--- src/rtl/deparser_head_packer.sv ---
// Egress packer behind the deparser: buffers tagged head slices in a skid FIFO and
// compacts them into left-aligned full-width beats on a valid/ready stream with sop/eop/len.
module deparser_head_packer #(
    parameter int HEAD_W     = 128,
    parameter int TAG_W      = 8,
    parameter int FIFO_DEPTH = 8
) (
    input  logic                    i_clk,
    input  logic                    i_rst,
    input  logic [HEAD_W+TAG_W-1:0] i_head,
    output logic [HEAD_W-1:0]       o_data,
    output logic [4:0]              o_len,
    output logic                    o_sop,
    output logic                    o_eop,
    output logic                    o_err,
    output logic                    o_valid,
    input  logic                    i_ready,
    output logic                    o_overflow
);

    localparam int PTR_W = $clog2(FIFO_DEPTH);
    localparam logic [PTR_W:0] FULL_CNT = (PTR_W+1)'(FIFO_DEPTH);

    typedef struct packed {
        logic [HEAD_W-1:0] data;
        logic [3:0]        offset;
        logic              tail;
        logic              start;
        logic              abort;
    } entry_t;

    typedef enum logic [1:0] {IDLE, PACK, FLUSH} state_t;

    logic [HEAD_W-1:0] inData;
    logic [TAG_W-1:0]  inTag;
    logic              inValid, inShift, inTail, inStart;
    logic [3:0]        inOffset;

    assign inData   = i_head[HEAD_W+TAG_W-1:TAG_W];
    assign inTag    = i_head[TAG_W-1:0];
    assign inValid  = inTag[7];
    assign inShift  = inTag[6];
    assign inTail   = inTag[5];
    assign inStart  = inTag[4];
    assign inOffset = inTag[3:0];

    entry_t             mem_q [FIFO_DEPTH];
    logic [PTR_W-1:0]   wrPtr_q, rdPtr_q;
    logic [PTR_W:0]     count_q;
    logic               full, empty;
    entry_t             head, wrEntry;
    logic               wrEn, pop;

    logic dropping_q, dropping_d;
    logic abortPend_q, abortPend_d;
    logic overflow_q, overflow_d;

    assign full  = (count_q == FULL_CNT);
    assign empty = (count_q == '0);
    assign head  = mem_q[rdPtr_q];

    // A pending abort marker takes the write slot ahead of any incoming slice.
    always_comb begin
        wrEn        = 1'b0;
        wrEntry     = '0;
        dropping_d  = dropping_q;
        abortPend_d = abortPend_q;
        overflow_d  = overflow_q;
        if (abortPend_q && !full) begin
            wrEn          = 1'b1;
            wrEntry.abort = 1'b1;
            abortPend_d   = 1'b0;
            if (inValid && !inShift && inStart) begin
                overflow_d = 1'b1;
            end
        end else if (inValid && !inShift && !(dropping_q && !inStart)) begin
            if (full) begin
                overflow_d = 1'b1;
                if (!inTail) begin
                    dropping_d  = 1'b1;
                    abortPend_d = 1'b1;
                end
            end else begin
                wrEn           = 1'b1;
                wrEntry.data   = inData;
                wrEntry.offset = inOffset;
                wrEntry.tail   = inTail;
                wrEntry.start  = inStart;
                if (inStart) begin
                    dropping_d = 1'b0;
                end
            end
        end
    end

    always_ff @(posedge i_clk) begin
        if (wrEn) begin
            mem_q[wrPtr_q] <= wrEntry;
        end
    end

    always_ff @(posedge i_clk or posedge i_rst) begin
        if (i_rst) begin
            wrPtr_q     <= '0;
            rdPtr_q     <= '0;
            count_q     <= '0;
            dropping_q  <= 1'b0;
            abortPend_q <= 1'b0;
            overflow_q  <= 1'b0;
        end else begin
            dropping_q  <= dropping_d;
            abortPend_q <= abortPend_d;
            overflow_q  <= overflow_d;
            if (wrEn) begin
                wrPtr_q <= wrPtr_q + 1'b1;
            end
            if (pop) begin
                rdPtr_q <= rdPtr_q + 1'b1;
            end
            unique case ({wrEn, pop})
                2'b10:   count_q <= count_q + 1'b1;
                2'b01:   count_q <= count_q - 1'b1;
                default: ;
            endcase
        end
    end

    state_t              state_q, state_d;
    logic [HEAD_W-1:0]   resid_q, resid_d;
    logic [3:0]          rLen_q, rLen_d;
    logic                sopPend_q, sopPend_d;

    logic [HEAD_W-1:0]   outData_q;
    logic [4:0]          outLen_q;
    logic                outSop_q, outEop_q, outErr_q, outValid_q;
    logic                canLoad;

    logic [4:0]          nBytes, sum;
    logic [HEAD_W-1:0]   sliceMasked, combHi, combLo;
    logic [2*HEAD_W-1:0] combined;
    logic                sopEff, emit;
    logic [HEAD_W-1:0]   beatData;
    logic [4:0]          beatLen;
    logic                beatSop, beatEop, beatErr;

    assign canLoad = !outValid_q || i_ready;

    // Residue bytes followed by the slice bytes, both left-aligned; unused bytes stay zero.
    assign nBytes      = {1'b0, head.offset} + 5'd1;
    assign sum         = {1'b0, rLen_q} + nBytes;
    assign sliceMasked = head.data & ~({HEAD_W{1'b1}} >> {nBytes, 3'b000});
    assign combined    = {resid_q, {HEAD_W{1'b0}}} | ({sliceMasked, {HEAD_W{1'b0}}} >> {rLen_q, 3'b000});
    assign combHi      = combined[2*HEAD_W-1:HEAD_W];
    assign combLo      = combined[HEAD_W-1:0];
    assign sopEff      = (state_q == IDLE) ? 1'b1 : sopPend_q;

    always_comb begin
        state_d   = state_q;
        resid_d   = resid_q;
        rLen_d    = rLen_q;
        sopPend_d = sopPend_q;
        pop       = 1'b0;
        emit      = 1'b0;
        beatData  = '0;
        beatLen   = '0;
        beatSop   = 1'b0;
        beatEop   = 1'b0;
        beatErr   = 1'b0;
        unique case (state_q)
            FLUSH: begin
                if (canLoad) begin
                    emit      = 1'b1;
                    beatData  = resid_q;
                    beatLen   = {1'b0, rLen_q};
                    beatSop   = sopPend_q;
                    beatEop   = 1'b1;
                    state_d   = IDLE;
                    resid_d   = '0;
                    rLen_d    = '0;
                    sopPend_d = 1'b0;
                end
            end
            IDLE, PACK: begin
                if (canLoad && !empty) begin
                    if (state_q == PACK && (head.abort || head.start)) begin
                        // A new START is left in the FIFO so IDLE picks it up next cycle.
                        pop       = head.abort;
                        emit      = 1'b1;
                        beatData  = resid_q;
                        beatLen   = {1'b0, rLen_q};
                        beatSop   = sopPend_q;
                        beatEop   = 1'b1;
                        beatErr   = 1'b1;
                        state_d   = IDLE;
                        resid_d   = '0;
                        rLen_d    = '0;
                        sopPend_d = 1'b0;
                    end else if (state_q == IDLE && !head.start) begin
                        pop = 1'b1;
                    end else begin
                        pop     = 1'b1;
                        state_d = PACK;
                        beatSop = sopEff;
                        if (head.tail && sum <= 5'd16) begin
                            emit     = 1'b1;
                            beatData = combHi;
                            beatLen  = sum;
                            beatEop  = 1'b1;
                            state_d  = IDLE;
                            resid_d  = '0;
                            rLen_d   = '0;
                        end else if (head.tail || sum[4]) begin
                            emit     = 1'b1;
                            beatData = combHi;
                            beatLen  = 5'd16;
                            resid_d  = combLo;
                            rLen_d   = sum[3:0];
                            state_d  = head.tail ? FLUSH : PACK;
                        end else begin
                            resid_d = combHi;
                            rLen_d  = sum[3:0];
                        end
                        sopPend_d = emit ? 1'b0 : sopEff;
                    end
                end
            end
            default: begin
                state_d = IDLE;
                resid_d = '0;
                rLen_d  = '0;
            end
        endcase
    end

    always_ff @(posedge i_clk or posedge i_rst) begin
        if (i_rst) begin
            state_q   <= IDLE;
            resid_q   <= '0;
            rLen_q    <= '0;
            sopPend_q <= 1'b0;
        end else begin
            state_q   <= state_d;
            resid_q   <= resid_d;
            rLen_q    <= rLen_d;
            sopPend_q <= sopPend_d;
        end
    end

    // Output register holds its beat while stalled; reloads only when empty or transferring.
    always_ff @(posedge i_clk or posedge i_rst) begin
        if (i_rst) begin
            outValid_q <= 1'b0;
            outData_q  <= '0;
            outLen_q   <= '0;
            outSop_q   <= 1'b0;
            outEop_q   <= 1'b0;
            outErr_q   <= 1'b0;
        end else if (canLoad) begin
            outValid_q <= emit;
            outData_q  <= beatData;
            outLen_q   <= beatLen;
            outSop_q   <= beatSop;
            outEop_q   <= beatEop;
            outErr_q   <= beatErr;
        end
    end

    assign o_data     = outData_q;
    assign o_len      = outLen_q;
    assign o_sop      = outSop_q;
    assign o_eop      = outEop_q;
    assign o_err      = outErr_q;
    assign o_valid    = outValid_q;
    assign o_overflow = overflow_q;

endmodule
--- config.mk ---
export PLATFORM = sky130hd
export DESIGN_NAME = deparser_head_packer
export DESIGN_NICKNAME = d
export VERILOG_FILES = /design/src/rtl/deparser_head_packer.sv
export SDC_FILE = /design/constraint.sdc
export NUM_CORES = 2
export LEC_CHECK = 0
export ABC_CLOCK_PERIOD_IN_PS = 13300
export CAP_MARGIN = 5
export CELL_PAD_IN_SITES_DETAIL_PLACEMENT = 1
export CELL_PAD_IN_SITES_GLOBAL_PLACEMENT = 2
export CORE_ASPECT_RATIO = 0.6
export CORE_MARGIN = 2
export CORE_UTILIZATION = 44
export CTS_BUF_LIST = sky130_fd_sc_hd__clkbuf_8 sky130_fd_sc_hd__clkbuf_16
export CTS_CLUSTER_DIAMETER = 100
export DETAILED_ROUTE_END_ITERATION = 10
export PLACE_DENSITY = 0.88
export SYNTH_ARGS = -nofsm -noshare
export SYNTH_HDL_FRONTEND = slang
export SYNTH_SLANG_ARGS = --single-unit
export TNS_END_PERCENT = 1
--- constraint.sdc ---
create_clock -name i_clk -period 13.3 [get_ports i_clk]
set_clock_uncertainty 0.15 [all_clocks]
set_input_delay 3.99 -clock i_clk [delete_from_list [all_inputs] [get_ports i_clk]]
set_output_delay 3.99 -clock i_clk [all_outputs]
set_load 0.02 [all_outputs]
# ---- Yosys cells after proc, flatten, opt, wreduce, memory -nomap -nowiden
# Memory sizes are Yosys's and may differ from the RTL's.
# Index checks and enable logic that the tools add are counted.
dict set report totals {
  ff_bits 285
  ramBits 1080
  inputBits 139
  output_inout_bits 138
  word_cells 158
  mem_count 1
}
dict set report op_classes {
  addsub 6
  n_lt_le_gt_ge 1
  n_eq_ne 11
  shift 2
  mux 85
  n_bitwise 4
  n_reduce_logical 32
}
# memory words width read_ports rd_clocked_by_memory_dff write_ports line
set memory_table {}
lappend memory_table {mem_q 8 135 1 0 1 47} ;# entry_t mem_q [FIFO_DEPTH];
# cell count
set ops {}
lappend ops {{128-bit two-way mux} 11}
lappend ops {{128-bit case mux with 2 select lines} 2}
lappend ops {{134-bit two-way mux} 3}
lappend ops {{256-bit OR} 1}
lappend ops {{256-bit by 7-bit right shift with 256-bit output} 1}
lappend ops {{128-bit bitwise AND} 1}
lappend ops {{128-bit inverter} 1}
lappend ops {{128-bit by 8-bit right shift with 128-bit output (first input constant)} 1}
lappend ops {{1-bit two-way mux} 44}
lappend ops {{5-bit two-way mux} 5}
lappend ops {{4-bit two-way mux} 5}
lappend ops {{4-bit case mux with 2 select lines} 2}
lappend ops {{2-bit two-way mux} 7}
lappend ops {{5-bit case mux with 2 select lines} 1}
lappend ops {{2-bit nonzero test} 5}
lappend ops {{1-bit logical AND} 9}
lappend ops {{3-bit AND reduction} 3}
lappend ops {{1-bit case mux with 2 select lines} 4}
lappend ops {{4-bit AND reduction} 2}
lappend ops {{1-bit zero test} 7}
lappend ops {{3-bit by 1-bit adder with 3-bit output (second input constant)} 2}
lappend ops {{2-bit != test (second input constant)} 3}
lappend ops {{4-bit by 1-bit adder with 5-bit output (second input constant)} 1}
lappend ops {{4-bit by 5-bit adder with 5-bit output} 1}
lappend ops {{other kinds (14)} 19}

# ---- Longest topological paths before layout
# An unclocked memory read counts as a cell.
dict set report depth {
  word_depth 15
  depth_mapped 20
}

# ---- Least setup slack after synthesis
# Ideal clock, no wire load.
dict set report synth_path {
  path_type {input to register}
  start {input port i_head[7]}
  end {memory mem_q[0][0] (netlist name) (enable)}
  setup_time_ns 0.794
  arrival_time_ns 13.918
  t_required_ns 12.356
  setup_slack_ns -1.563
  cell_stages 5
  n_path_buf 0
  cell_sequence {nor2b_1 -> o21ai_0 -> a21oi_1 -> nand2b_1 -> nor3_1}
}
dict set report synth_via {
  elab_chain_len 6
}
# element line
set synth_lines {}
lappend synth_lines {{start: declaration} 10} ;# input logic [HEAD_W+TAG_W-1:0] i_head,
lappend synth_lines {{1-bit logical AND (2 in series)} 76} ;# end else if (inValid && !inShift && !(dropping_q && !inStart)) begin
lappend synth_lines {{1-bit two-way mux} 76}
lappend synth_lines {{1-bit two-way mux} 69} ;# if (abortPend_q && !full) begin
lappend synth_lines {{1-bit two-way mux} 97} ;# if (wrEn) begin
lappend synth_lines {{1-bit two-way mux (not written as such)} 98} ;# mem_q[wrPtr_q] <= wrEntry;
lappend synth_lines {{end: declaration} 47}
# Every way passes these cells.

# ---- Worst setup path in the final report
dict set report layout_path {
  start {input port i_head[7]}
  end {memory mem_q[1][9] (netlist name) (enable)}
}
# The elaborated chain is that of the path after synthesis.

==> results.py <==
metrics = {
    "clock_tree": {
        "post_cts_resized": 0,
        "clock_path_buffers": 3,
        "cts_root_buffer": "clkbuf_16",
        "htreeDepth": 4,
        "cts_tree": "yes",
        "post_cts_buffers": 0,
        "clkLatencyLatePin_ns": 0.79,
        "cts.sinks": 1365,
        "clkSlewWorstSetupHoldPaths_ns": 0.06,
        "hold_buffers": 0,
        "numCtsBuffers": 132,
    },
    "synthesis": {
        "netlist_area_um2": 62000,
        "syn_area_per_cell_um2": 14.5,
        "synthMuxAreaShare": 0.136,
        "synth-async-reset-ratio": 0.209,
        "synth_enable_flop_cells": 1080,
        "ys_types": 89,
        "synth_top_family_by_area": "multiplexers",
        "synth_compound_area_frac": 0.130,
        "synthSimpleGateAreaFrac": 0.0667,
        "yosysSeqAreaShare": 0.638,
        "syn_nets": 4433,
        "synthCells": 4283,
        "synth-main-ff-cell": "edfxtp_1",
        "yosys.area_share.adder": 0.00246,
        "yosys_warnings": 0,
        "yosys_register_bits": 1365,
        "synth_xor_xnor_area_share": 0.00127,
    },
    "floorplanning": {
        "core-area_um2": 140000,
        "ios": 277,
        "die_height_um": 295,
        "start_util": 0.444,
        "rows": 106,
        "die_x_um": 489,
        "die_area_um2": 144000,
    },
    "finish": {
        "final_nets": 4677,
        "area_delta_synth_final_pct": 15.6,
        "layout_commonest_cell": "edfxtp_1",
        "fillCellCount": 13500,
        "final_cell_mix": "edfxtp_1, dfrtp_1, clkdlybuf4s50_1",
        "regArea_um2": 39600,
        "multiInputGateArea_um2": 21100,
        "utilization": 0.514,
        "drive_above_1_share": 0.161,
    },
    "sta": {
        "min_period_ns": 7.36,
        "slew_headroom": -0.0122,
        "rsz0062_at_grt": "false",
        "fin_crit_sh": 0.553,
        "drv_slew": 4,
        "tightestPinTransition_ns": 1.52,
        "setup_viol": 0,
        "holdWs_ns": 0.316,
        "max_freq_ghz": 0.136,
        "hold_viol_final": 0,
    },
    "status": {
        "status": "finished, violations left",
        "failed_checks": "max-capacitance violations, max-slew violations",
    },
    "setup_path": {
        "crit_fanout": 125,
        "cp_cell_sequence": "clkdlybuf4s50_1 > nor2b_1 > o21ai_0 > a21oi_1 > nand2_1 > nor3_2 > buf_12",
        "end_kind": "flop",
        "cp-start-kind": "input port",
        "slowest_delay_ns": 0.92,
        "crit_type": "in -> reg",
        "slowest_stage": "nor3_2",
        "crit_required_ns": 13.54,
        "crit_arrival_ns": 7.59,
        "ff2ff_path_depth": 11,
    },
    "global_routing": {
        "grt_pass1_wl_mm": 354,
        "grt_usage": 0.351,
        "grt_overflow": 0,
        "grt_pass1_vias": 43900,
        "grt_max_degree": 145,
        "antenna_found_initial": 23,
    },
    "power": {
        "irDropWorstVdd_mv": 0.220,
        "leakage_uw": 0.0251,
        "powerDensity_nw_per_um2": 288,
    },
    "route": {
        "drc": 0,
        "firstDrtPassIters": 7,
        "vias_per_cell": 6.84,
        "num_vias": 44600,
        "drt_iter0_markers": 6783,
        "routed_wl_mm": 254,
        "wl_per_cell_um": 39.0,
        "antenna_left": 0,
    },
    "placement": {
        "place_hpwl_mm": 179,
        "port_buffers": 276,
        "globalplace.congestion": 1.05,
    },
    "worst_hold_path": {
        "worst_hold_path_type": "reg -> reg",
        "holdPathStages": 1,
    },
    "job": {
        "max_cap_viol_count": 1,
    },
}
registers in the layout, indices dropped and copies added (netlist names):
| signal | flops |
|---|---|
| abortPend_q | 1 |
| count_q | 4 |
| dropping_q | 1 |
| mem_q | 1080 |
| o_data | 128 |
| o_eop | 1 |
| o_err | 1 |
| o_len | 5 |
| o_overflow | 1 |
| o_sop | 1 |
| o_valid | 1 |
| rLen_q | 4 |
| rdPtr_q | 3 |
| resid_q | 128 |
| sopPend_q | 1 |
| state_q | 2 |
| wrPtr_q | 3 |
path summary, 6_finish.rpt:
check / from / to / slack (ns)
max in group asynchronous: i_rst / resid_q[52] / 7.30
setup reg to reg: rdPtr_q[1] / o_data[42] / 6.09
hold / removal: o_overflow / o_overflow / 0.32
setup / recovery: i_head[7] / mem_q[1][9] / 5.94
min in group asynchronous: i_rst / o_len[2] / 3.57
hold reg to reg: o_overflow / o_overflow / 0.32
cells by family (layout without fill, tap and decap cells):
group / count (synthesis) / after routing
xor gates and xnor gates: 9 / 9
other: 0 / 10
adders and majority gates: 11 / 11
and+or+nand+nor: 872 / 872
DFF: 1365 / 1365
muxes: 520 / 520
buffers and inverters: 362 / 707
AOI/OAI and AO/OA: 1144 / 1144
synth_stat cells, drive strengths merged (48+ instances only):
library cell / number / area share
a211oi: 50 / 0.0061
a21oi: 195 / 0.016
a22oi: 72 / 0.0088
and2: 155 / 0.016
buf: 114 / 0.010
clkbuf: 207 / 0.013
dfrtp: 285 / 0.12
edfxtp: 1080 / 0.52
mux2: 69 / 0.013
mux2i: 203 / 0.033
mux4: 248 / 0.090
nand2: 250 / 0.015
nor2: 243 / 0.015
nor3: 61 / 0.0051
o21ai: 231 / 0.019
o22ai: 48 / 0.0048
where the power goes:
| group | switching [uW] | internal, uW |
|---|---|---|
| Sequential | 417 | 5220 |
| Combinational | 7940 | 3190 |
| Clock | 1730 | 2140 |
routing by layer:
layer | vias to the layer above | part of all wire | track usage
met4 | 17 | 0.025 | 0.0890
met3 | 408 | 0.14 | 0.145
met5 | - | 0.0013 | 0
met2 | 2971 | 0.42 | 0.485
li1 | 17600 | - | -
met1 | 23700 | 0.42 | 0.509
critical path: cells and delay by family:
family	cells	cell delay, ns
and+or+nand+nor	3	1.45
buffers and inverters	2	1.04
AOI/OAI and AO/OA	2	0.69
per-stage QoR:
stage | total power (uW) | area, um^2 | setup TNS [ns] | instances | worst slack [ns]
after detailed placement | 16100 | 67200 | 0 | 6278 | 5.24
after global placement | 15900 | 67200 | 0 | 6278 | 5.38
after floorplan | 11300 | 62000 | -210.82 | 4283 | -1.56
after CTS | 20000 | 71600 | 0 | 6513 | 6.06
final | 20600 | 71700 | 0 | 6528 | 5.94
after global routing | 20900 | 71600 | 0 | 6519 | 5.81
final cells by class:
| class | count | area share |
|---|---|---|
| diodes | 10 | 0.000349 |
| clock buffers | 143 | 0.0490 |
| clock inverters | 92 | 0.0120 |
| inverters | 41 | 0.00230 |
| multi-input cells | 2556 | 0.294 |
| flip-flops and latches | 1365 | 0.552 |
| well taps | 1890 | 0.0330 |
| repair buffers | 431 | 0.0568 |
No activity file was read; power rests on OpenSTA's default activity.
